$ cat config.mk
export PLATFORM = sky130hd
export DESIGN_NAME = oversample_filter
export DESIGN_NICKNAME = d
export VERILOG_FILES = /design/src/rtl/oversample_filter.sv
export SDC_FILE = /design/constraint.sdc
export NUM_CORES = 1
export LEC_CHECK = 0
export ABC_CLOCK_PERIOD_IN_PS = 4300
export CORE_MARGIN = 10
export CORE_UTILIZATION = 55
export CTS_BUF_LIST = sky130_fd_sc_hd__clkbuf_2
export DETAILED_ROUTE_END_ITERATION = 6
export PLACE_DENSITY_LB_ADDON = 0.1
export SLEW_MARGIN = 20
export SYNTH_ARGS = -nofsm -noshare
export SYNTH_HDL_FRONTEND = slang
export SYNTH_SLANG_ARGS = --single-unit
$ cat constraint.sdc
create_clock -name clk_in -period 4.3 [get_ports clk_in]
set_input_delay 0.86 -clock clk_in [delete_from_list [all_inputs] [get_ports clk_in]]
set_output_delay 0.86 -clock clk_in [all_outputs]
set_load 0.005 [all_outputs]
$ cat src/rtl/oversample_filter.sv
// Oversampling averager: sums 2^os signed ADC samples and emits the arithmetic-shifted mean.
// Latency 1 cycle from the window's last accepted sample to data_valid_out.
// No backpressure: every data_valid_in pulse is consumed, except on a clear_in cycle, where it is dropped.
// Optional feature macro OSF_ROUNDING_EN: round half toward +inf instead of truncating.
module oversample_filter #(
  parameter int W_IN    = 16,
  parameter int W_OUT   = 18,
  parameter int W_EP    = 16,
  parameter int MAX_OS  = 10,
  parameter int OS_INIT = 0
) (
  input  logic              clk_in,
  input  logic              reset_in,
  input  logic [W_IN-1:0]   data_in,
  input  logic              data_valid_in,
  input  logic [W_EP-1:0]   os_in,
  input  logic              clear_in,
  input  logic              update_en_in,
  input  logic              update_in,
  output logic [W_OUT-1:0]  data_out,
  output logic              data_valid_out
);

  // The accumulator holds up to 2^MAX_OS full-scale samples without overflow.
  // The sum carries one extra bit so that the rounding offset cannot wrap.
  localparam int W_ACC  = W_IN + MAX_OS;
  localparam int W_SUM  = W_ACC + 1;
  localparam int W_WIDE = ((W_SUM > W_OUT) ? W_SUM : W_OUT) + 1;
  localparam int OS_W   = (MAX_OS < 1) ? 1 : $clog2(MAX_OS + 1);
  localparam int CNT_W  = MAX_OS + 1;

  typedef enum logic {
    ST_ACCUM = 1'b0,
    ST_SEND  = 1'b1
  } state_t;

  state_t                   state, state_nx;
  logic signed [W_ACC-1:0]  acc, acc_nx;
  logic [CNT_W-1:0]         cnt, cnt_nx;
  logic [OS_W-1:0]          os, os_nx;
  logic [OS_W-1:0]          pend, pend_nx;
  logic [W_OUT-1:0]         dout_nx;

  logic [OS_W-1:0]          os_req;
  logic signed [W_SUM-1:0]  base_acc;
  logic signed [W_SUM-1:0]  sum;
  logic signed [W_SUM-1:0]  sum_rnd;
  logic signed [W_WIDE-1:0] wide;
  logic signed [W_WIDE-1:0] shifted;
  logic [CNT_W-1:0]         base_cnt;
  logic [CNT_W-1:0]         cnt_inc;
  logic [CNT_W-1:0]         n_target;
  logic                     take;
  logic                     done;
  logic                     boundary;

  // Requested ratio, saturated to the largest supported value.
  always_comb begin
    os_req = os_in[OS_W-1:0];
    if (os_in > W_EP'(MAX_OS)) begin
      os_req = OS_W'(MAX_OS);
    end
  end

  // Next-state and datapath: accumulate, close the window, apply ratio changes at boundaries.
  always_comb begin
    state_nx = state;
    acc_nx   = acc;
    cnt_nx   = cnt;
    os_nx    = os;
    dout_nx  = data_out;
    pend_nx  = pend;

    if (update_en_in && update_in) begin
      pend_nx = os_req;
    end

    // A sample arriving in ST_SEND starts a fresh window, so treat the running sum as empty.
    base_acc = (state == ST_SEND) ? '0 : {acc[W_ACC-1], acc};
    base_cnt = (state == ST_SEND) ? '0 : cnt;

    sum      = base_acc + {{(W_SUM-W_IN){data_in[W_IN-1]}}, data_in};
    cnt_inc  = base_cnt + CNT_W'(1);
    n_target = CNT_W'(1) << os;

    sum_rnd = sum;
`ifdef OSF_ROUNDING_EN
    if (os != '0) begin
      sum_rnd = sum + (W_SUM'(1) << (os - OS_W'(1)));
    end
`endif

    wide    = {{(W_WIDE-W_SUM){sum_rnd[W_SUM-1]}}, sum_rnd};
    shifted = wide >>> os;

    take = data_valid_in && !clear_in;
    done = take && (cnt_inc == n_target);

    // The ratio may only change when no partial window exists after this edge.
    boundary = clear_in || done || (!take && (base_cnt == '0));

    if (clear_in) begin
      acc_nx   = '0;
      cnt_nx   = '0;
      state_nx = ST_ACCUM;
    end else if (take) begin
      if (done) begin
        acc_nx   = '0;
        cnt_nx   = '0;
        state_nx = ST_SEND;
        dout_nx  = shifted[W_OUT-1:0];
      end else begin
        acc_nx   = sum[W_ACC-1:0];
        cnt_nx   = cnt_inc;
        state_nx = ST_ACCUM;
      end
    end else begin
      state_nx = ST_ACCUM;
    end

    if (boundary) begin
      os_nx = pend_nx;
    end
  end

  // State, accumulator, ratio and output registers.
  always_ff @(posedge clk_in or posedge reset_in) begin
    if (reset_in) begin
      state    <= ST_ACCUM;
      acc      <= '0;
      cnt      <= '0;
      os       <= OS_W'(OS_INIT);
      pend     <= OS_W'(OS_INIT);
      data_out <= '0;
    end else begin
      state    <= state_nx;
      acc      <= acc_nx;
      cnt      <= cnt_nx;
      os       <= os_nx;
      pend     <= pend_nx;
      data_out <= dout_nx;
    end
  end

  assign data_valid_out = (state == ST_SEND);

endmodule

==> flow_summary.json, run 1 <==
{
  "skew_ns": 0.0355,
  "slew-limit-headroom": 0.525,
  "num_antenna_cells": 0,
  "p_comb_frac": 0.595,
  "post-route-util": 0.673,
  "cp.arrival_ns": 4.53,
  "synth_warnings": 0,
  "start_util": 0.558,
  "vdd_drop_max_mv": 0.266,
  "synth_area_leaders": "dfrtp_1, ha_1, nand2_1, a21oi_1, nor2_1",
  "gp_congestion": 0.938,
  "ctsHtreeMaxLevel": 3,
  "synth_ff_type": "dfrtp_1",
  "rsz0062_at_grt": "no",
  "synth_area_per_cell_um2": 8.23,
  "finalHoldViolCount": 0,
  "cellLeakagePower_nw": 3.18,
  "sw_frac_of_total": 0.422,
  "outcome": "complete, no violations",
  "synth-seq-cells": 64,
  "post_cts_buffers": 0,
  "grt.overflow.total": 0,
  "worstSkewPairLatency_ns": 0.54,
  "drc": 0,
  "multiInputGateArea_um2": 4150,
  "maxCapViolations": 0,
  "cts_made_buffers": 9,
  "clk_pin_slew_ns": 0.21,
  "cts.path.max_buffers": 2,
  "start_kind": "register",
  "syn_inst": 728,
  "worstMarginPinSlew_ns": 0.711,
  "timing.final.crit_period_ns": 4.08,
  "hold_class": "reg2reg",
  "pwr-share-seq": 0.289,
  "synth_edf_count": 0,
  "hold_path.startpoint": "data_out[14]",
  "vias_per_cell": 6.34,
  "critical_path.max_fanout": 19,
  "worst_slack_ns": 0.216,
  "clkPwrFrac": 0.117,
  "antenna_found_initial": 0,
  "crit_required_ns": 4.75,
  "core_area_um2": 10700,
  "synth_top_area_share": 0.267,
  "drtPass1Iterations": 5,
  "portBuffers": 56,
  "cts_tree": "yes",
  "die_y_um": 124,
  "die_w_um": 124,
  "cts_sinks": 64,
  "dieArea_um2": 15500,
  "yosysSeqAreaShare": 0.267,
  "layout_commonest_cell": "buf_4",
  "syn_nets": 795,
  "layout-drive-gt1-share": 0.175,
  "rows": 38,
  "power_density_nw_per_um2": 382,
  "drtAntennaViolNets": 0,
  "post_drt_wl_per_cell_um": 18.9,
  "finalSetupViolations": 0,
  "yosys.area.top_type": "dfrtp_1",
  "cp-startpoint": "data_valid_out",
  "fillers": 939,
  "most-common-layout-cells": "buf_4, nand2_1, dfrtp_1, nor2_1, clkdlybuf4s50_1",
  "p_sw_w": 0.00116,
  "worstSetupEndpointType": "register",
  "vias": 6199,
  "slew_violations": 0,
  "io_pins": 57,
  "area.growth.synth_to_final_pct": 20.6,
  "grt_max_degree": 39,
  "ys_async_sr_fraction": 1.00,
  "rr_startpoint": "data_valid_out",
  "cellInternalPower_w": 0.00159,
  "final_nets": 900,
  "synth_cell_types": 84,
  "grt_pass1_vias": 6012,
  "regArea_um2": 1600,
  "max_freq_mhz": 245,
  "dp_slack_ns": -0.272,
  "grt_use_total": 0.229,
  "syn_area_um2": 5990,
  "critPathKind": "reg2reg",
  "cts-root-buf": "clkbuf_2",
  "fin_tns_setup_ns": 0,
  "min_period_over_period": 0.950,
  "routed_wirelength_um": 18500,
  "grt_pass1_wl_um": 30200,
  "first_iter_violations": 596,
  "hpwl_um": 14100
}
==> cell usage after synthesis (all sizes together) (17+ instances only) <==
cell / number
ha: 28
nand3: 25
clkbuf: 24
nand2: 76
mux2i: 19
a22o: 23
buf: 17
dfrtp: 64
o21ai: 53
a21oi: 55
nor2: 62
nor2b: 36
==> worst max-delay path, stage by stage (launching register included) <==
cell and delay [ns]:
dfrtp_2 0.52, buf_4 0.29, nor2b_1 0.09, ha_1 0.34, a21oi_1 0.19, and2_1 0.22, a211oi_2 0.11, or2_1 0.28
a311oi_1 0.64, mux2i_1 0.32, mux4_2 0.54, mux2_2 0.28, a21oi_1 0.16
==> power groups by stage <==
| stage | logic [W] | clock network [W] | registers, W |
|---|---|---|---|
| after global routing | 0.00178 | 0.000357 | 0.000811 |
| after detailed placement | 0.00161 | 0 | 0.000806 |
| after CTS | 0.00163 | 0.000327 | 0.000795 |
| final | 0.00164 | 0.000322 | 0.000797 |
| after global placement | 0.00159 | 0 | 0.000805 |
| after floorplan | 0.000955 | 0 | 0.000790 |
==> final timing paths <==
kind | end | slack [ns] | cells after the start
min in group asynchronous | data_out[15] | 0.72 | 2
hold reg to reg | data_out[14] | 0.50 | 2
max in group asynchronous | acc[18] | 2.65 | 3
hold / removal | data_out[14] | 0.50 | 2
setup reg to reg | data_out[8] | 0.22 | 12
setup / recovery | data_out[8] | 0.22 | 12
==> routing by layer <==
| metal | global-route usage | share of wire | vias up |
|---|---|---|---|
| li1 | - | - | 2942 |
| met1 | 0.299 | 0.43 | 2979 |
| met2 | 0.379 | 0.48 | 249 |
| met3 | 0.0383 | 0.067 | 29 |
| met4 | 0.0637 | 0.017 | 0 |
| met5 | 0 | 0 | - |
==> kinds of logic after synthesis <==
logic type,Yosys count,share of synthesized area
and+or+nand+nor,281,0.236
AOI/OAI and AO/OA,239,0.280
DFF,64,0.267
buffers and inverters,55,0.0407
muxes,40,0.0850
adders and majority gates,29,0.0618
xor gates and xnor gates,20,0.0292
==> sequential cells by signal, indices dropped and copies added (netlist names) <==
signal          flops
acc                26
pend                4
data_out           18
data_valid_out      1
os                  4
cnt                11
==> metrics by stage <==
step	power [W]	cell area, µm²	instances	hold WS, ns
after detailed placement	0.00242	7140	962	0.464
after floorplan	0.00174	5990	728	0.442
after global routing	0.00295	7230	978	0.531
after CTS	0.00275	7230	978	0.506
final	0.00276	7230	978	0.501
after global placement	0.00240	7140	962	0.458
==> layout make-up <==
class                   count  area share
clock buffers              11     0.00762
well taps                 140      0.0242
flip-flops and latches     64       0.222
multi-input cells         609       0.575
inverters                  14     0.00727
clock inverters             5     0.00467
repair buffers            135       0.160
==> what timing repair did <==
| action | CTS | global route |
|---|---|---|
| hold buffers | 0 | 0 |
| gates resized for setup | 0 | 1 |
| setup endpoints to repair | 0 | 1 |
| endpoints found under the hold margin | 0 | 0 |
Power figures use the tool's default switching activity.
==> inputs of run 2 (changes only) <==
--- a/config.mk
+++ b/config.mk
@@ -6,7 +6,7 @@
 export NUM_CORES = 1
 export LEC_CHECK = 0
 export ABC_CLOCK_PERIOD_IN_PS = 4300
-export CORE_MARGIN = 10
+export CORE_MARGIN = 5
 export CORE_UTILIZATION = 55
 export CTS_BUF_LIST = sky130_fd_sc_hd__clkbuf_2
 export DETAILED_ROUTE_END_ITERATION = 6
==> flow_summary.json, run 2 (synthesis results as in run 1) <==
{
  "post_drt_wl_per_cell_um": 18.8,
  "dp.cells": 959,
  "gp_congestion": 0.945,
  "placed_cell_area_um2": 7130,
  "cp_top_family": "multiplexers",
  "routed_wirelength_um": 18400,
  "layout-drive-gt1-share": 0.171,
  "cp.depth": 12,
  "maxCapViolations": 0,
  "cts_sinks": 64,
  "io_pins": 57,
  "grt.overflow.total": 0,
  "area.growth.synth_to_final_pct": 21.7,
  "ctsHtreeMaxLevel": 3,
  "hpwl_um": 13900,
  "cpMostUsedCell": "a21oi_1",
  "most-common-layout-cells": "nand2_1, buf_4, dfrtp_1, nor2_1, clkdlybuf4s50_1",
  "grt_max_degree": 41,
  "hold_depth": 2,
  "rsz0062_at_grt": "no",
  "layout_commonest_cell": "nand2_1",
  "cp.arrival_ns": 4.57,
  "start_util": 0.558,
  "cellLeakagePower_nw": 3.20,
  "cts_made_buffers": 9,
  "timing.final.crit_period_ns": 4.06,
  "die_w_um": 114,
  "dieArea_um2": 13100,
  "worstMarginPinSlew_ns": 0.699,
  "post-route-util": 0.679,
  "use_met3": 0.0428,
  "vias": 6201,
  "vias_per_cell": 6.35,
  "grt_pass1_vias": 6081,
  "skew_ns": 0.0330,
  "cts-root-buf": "clkbuf_2",
  "cts-resized-gates": 0,
  "worstSkewPairLatency_ns": 0.57,
  "vdd_drop_max_mv": 0.269,
  "critPathKind": "reg2reg",
  "hold_path.startpoint": "acc[24]",
  "finalHoldViolCount": 0,
  "slew-limit-headroom": 0.534,
  "largest_reg_flops": 26,
  "critical_path.max_fanout": 15,
  "cts_tree": "yes",
  "fillers": 937,
  "slew_violations": 0,
  "grt_use_met1": 0.386,
  "crit_required_ns": 4.81,
  "drtAntennaViolNets": 0,
  "busiest_layer": "met2",
  "rows": 38,
  "finalSetupViolations": 0,
  "dp_slack_ns": -0.254,
  "power_density_nw_per_um2": 406,
  "whs_ns": 0.501,
  "cts.path.max_buffers": 2,
  "outcome": "complete, no violations",
  "max_stage_delay_ns": 0.62,
  "min_period_over_period": 0.944,
  "start_kind": "register",
  "drc": 0,
  "clk_pin_slew_ns": 0.23,
  "crit_buf_inv": 1,
  "final_nets": 897,
  "top_regs": "acc x26, data_out x18, cnt x11",
  "rr_startpoint": "data_valid_out",
  "die_y_um": 114,
  "final_cells": 976,
  "worstRegToRegCells": 12,
  "post_cts_buffers": 0,
  "cp-startpoint": "data_valid_out",
  "drtPass1Iterations": 6,
  "hold_class": "reg2reg",
  "cp_cell_sequence": "buf_4 > nor2b_1 > ha_1 > a21oi_1 > and2_1 > a211oi_2 > or2_1 > a311oi_1 > mux2i_1 > mux4_2 > mux2_2 > a21oi_1",
  "portBuffers": 56,
  "grt_use_total": 0.290,
  "crit_path_top_delay_cell": "a311oi_1",
  "postCtsHoldBufs": 0,
  "worstSetupEndpointType": "register",
  "fin_area_um2": 7290,
  "grt_pass1_wl_um": 30400,
  "antenna_found_initial": 0,
  "top_register": "acc",
  "first_iter_violations": 734,
  "max_freq_mhz": 246,
  "worst_slack_ns": 0.242,
  "core_area_um2": 10700,
  "use_met2": 0.479
}
run 2: changes by cell type in the layout (fill, tap and decap cells not counted), sizes merged:
cell    before  now
buf         79   76
bufinv       0    3
clkbuf      11    9
clkinv       7    5
diode        0    1
inv         11   12
run 2: through the flow:
stage                     total power (W)  TNS, ns
after floorplan                   0.00174        0
after global placement            0.00239    -1.10
after detailed placement          0.00241    -1.32
after CTS                         0.00294        0
after global routing              0.00315        0
final                             0.00296        0
run 2: path summary, 6_finish.rpt:
check,to,slack (ns)
max,data_out[8],0.24
min,acc[24],0.50
max reg2reg,data_out[8],0.24
min reg2reg,acc[24],0.50
max in group asynchronous,acc[22],2.72
min in group asynchronous,data_out[3],0.64
run 2: final cells by class:
type                    instances  area, µm²  share of cell area
multi-input cells             609       4150               0.570
flip-flops and latches         64       1600               0.220
repair buffers                132       1140               0.157
well taps                     140        175              0.0240
clock inverters                 7        119              0.0163
inverters                      14       52.6             0.00721
clock buffers                   9       45.0             0.00618
diodes                          1       2.50            0.000343
run 2: layer usage:
layer | share of wire | up-vias
met2 | 0.48 | 238
met5 | 0 | -
met4 | 0.028 | 0
met3 | 0.061 | 46
li1 | - | 2938
met1 | 0.43 | 2979
run 2: worst reg2reg max path: stages (launching register included):
cell and delay (ns):
dfrtp_1 0.58, buf_4 0.28, nor2b_1 0.07, ha_1 0.32
a21oi_1 0.20, and2_1 0.23, a211oi_2 0.13, or2_1 0.30
a311oi_1 0.62, mux2i_1 0.30, mux4_2 0.54, mux2_2 0.29
a21oi_1 0.13
run 2: power by group:
group | total (W) | internal, W | switching (W)
logic | 0.00164 | 0.000795 | 0.000848
clock network | 0.000517 | 0.000251 | 0.000265
registers | 0.000798 | 0.000719 | 0.0000788
==> inputs of run 3 (changes only) <==
--- a/config.mk
+++ b/config.mk
@@ -6,6 +6,7 @@
 export NUM_CORES = 1
 export LEC_CHECK = 0
 export ABC_CLOCK_PERIOD_IN_PS = 4300
+export CORE_ASPECT_RATIO = 0.7
 export CORE_MARGIN = 5
 export CORE_UTILIZATION = 55
 export CTS_BUF_LIST = sky130_fd_sc_hd__clkbuf_2
==> flow_summary.json, run 3 (synthesis results as in run 1) <==
{
  "antenna_found_initial": 0,
  "critPathKind": "in2reg",
  "cellLeakagePower_nw": 3.18,
  "slew-limit-headroom": 0.323,
  "dp.cells": 968,
  "drtPass1Iterations": 6,
  "cts_made_buffers": 9,
  "crit_required_ns": 4.81,
  "regArea_um2": 1600,
  "grt_max_degree": 44,
  "skew_ns": 0.0276,
  "area.growth.synth_to_final_pct": 20.8,
  "vias_per_cell": 6.47,
  "num_antenna_cells": 0,
  "layout_commonest_cell": "buf_4",
  "fin_area_um2": 7240,
  "postCtsHoldBufs": 0,
  "worstMarginPinSlew_ns": 1.01,
  "die_y_um": 97.3,
  "layout-drive-gt1-share": 0.174,
  "clkPwrFrac": 0.116,
  "fillers": 855,
  "drc": 0,
  "portBuffers": 56,
  "final_cells": 986,
  "start_util": 0.570,
  "grt.overflow.total": 0,
  "finalSetupViolations": 0,
  "cts_tree": "yes",
  "dieArea_um2": 13100,
  "timing.final.crit_period_ns": 4.09,
  "clk_pin_slew_ns": 0.21,
  "most-common-layout-cells": "buf_4, nand2_1, dfrtp_1, nor2_1, clkdlybuf4s50_1",
  "power_density_nw_per_um2": 389,
  "cp-startpoint": "data_in[0]",
  "sw_frac_of_total": 0.432,
  "finalHoldViolCount": 0,
  "io_pins": 57,
  "worstSetupEndpointType": "register",
  "top_regs": "acc x26, data_out x18, cnt x11",
  "p_sw_w": 0.00122,
  "cp.arrival_ns": 4.60,
  "rows": 31,
  "grt_pass1_vias": 6059,
  "critical_path.max_fanout": 4,
  "slew_violations": 0,
  "max_freq_mhz": 245,
  "hold_class": "reg2reg",
  "p_comb_frac": 0.597,
  "cts-root-buf": "clkbuf_2",
  "cts.path.max_buffers": 2,
  "multiInputGateArea_um2": 4160,
  "outcome": "complete, no violations",
  "die_w_um": 135,
  "routed_wirelength_um": 19100,
  "hpwl_um": 14600,
  "final_nets": 900,
  "core_area_um2": 10500,
  "hold_path.startpoint": "acc[24]",
  "gp_congestion": 0.967,
  "grt_pass1_wl_um": 31200,
  "pwr-share-seq": 0.286,
  "max_stage_delay_ns": 0.48,
  "crit_path_top_delay_cell": "mux4_2",
  "maxCapViolations": 0,
  "largest_reg_flops": 26,
  "rr_startpoint": "data_valid_out",
  "post_drt_wl_per_cell_um": 19.4,
  "cp_cell_sequence": "clkdlybuf4s50_1 > ha_1 > fa_1 > a211oi_2 > o211ai_2 > a311oi_1 > o21ai_0 > xor2_1 > nand2_1 > o21a_1 > mux4_2 > mux2_2 > a21oi_1",
  "first_iter_violations": 732,
  "drtAntennaViolNets": 0,
  "top_register": "acc",
  "grt_use_total": 0.292,
  "min_period_over_period": 0.951,
  "cts_sinks": 64,
  "worstSkewPairLatency_ns": 0.56,
  "vias": 6381,
  "placed_cell_area_um2": 7140,
  "cellInternalPower_w": 0.00160,
  "start_kind": "input port",
  "vdd_drop_max_mv": 0.243,
  "ctsHtreeMaxLevel": 3
}
[run 3: area by class of cell]
cell class / count / area share
Multi-Input combinational cell: 609 / 0.575
Inverter: 14 / 0.00726
Tap cell: 148 / 0.0256
Sequential cell: 64 / 0.221
Clock inverter: 6 / 0.00501
Clock buffer: 10 / 0.00691
Timing Repair Buffer: 135 / 0.159
[run 3: final timing paths]
check,endpoint,depth (start not counted),slack [ns]
worst max-delay path,data_out[8],13,0.21
worst min-delay path,acc[24],2,0.51
worst max register to register,data_out[17],15,0.22
worst min register to register,acc[24],2,0.51
max in group asynchronous,data_valid_out,3,2.71
min in group asynchronous,acc[19],2,0.61
[run 3: layer usage]
metal / global-route usage / vias to the layer above / wire [µm]
met5: 0 / - / 0
met4: 0.0642 / 0 / 301
met3: 0.0870 / 42 / 2190
met2: 0.421 / 323 / 8090
met1: 0.429 / 3084 / 8560
li1: - / 2932 / -
[run 3: per-stage QoR]
step / total power [W] / hold slack [ns] / util / setup slack (ns) / TNS (ns)
3_3_place_gp: 0.00240 / 0.457 / 0.679 / -0.273 / -1.13
6_report: 0.00282 / 0.508 / 0.689 / 0.212 / 0
4_1_cts: 0.00277 / 0.504 / 0.687 / 0.162 / 0
5_1_grt: 0.00299 / 0.532 / 0.689 / -0.0312 / -0.0549
3_5_place_dp: 0.00243 / 0.462 / 0.679 / -0.310 / -2.34
2_1_floorplan: 0.00174 / 0.442 / - / 0.108 / 0
[run 3: critical path, delay by kind of cell]
| family | cells | cell delay [ns] |
|---|---|---|
| muxes | 2 | 0.76 |
| adders and majority gates | 2 | 0.69 |
| AOI/OAI and AO/OA | 6 | 1.37 |
| xor gates and xnor gates | 1 | 0.39 |
| and+or+nand+nor | 1 | 0.13 |
| buffers and inverters | 1 | 0.41 |
[run 3: power by group through the flow]
stage	clock network [W]	logic (W)	registers [W]
floorplan	0	0.000955	0.000790
global placement	0	0.00159	0.000811
detailed placement	0	0.00162	0.000811
CTS	0.000327	0.00164	0.000803
global route	0.000355	0.00182	0.000818
finish	0.000328	0.00168	0.000807
[run 3: what timing repair did]
item | CTS | global route
setup endpoints to repair | 0 | 9
resized for setup | 0 | 1
buffers inserted | 0 | 2
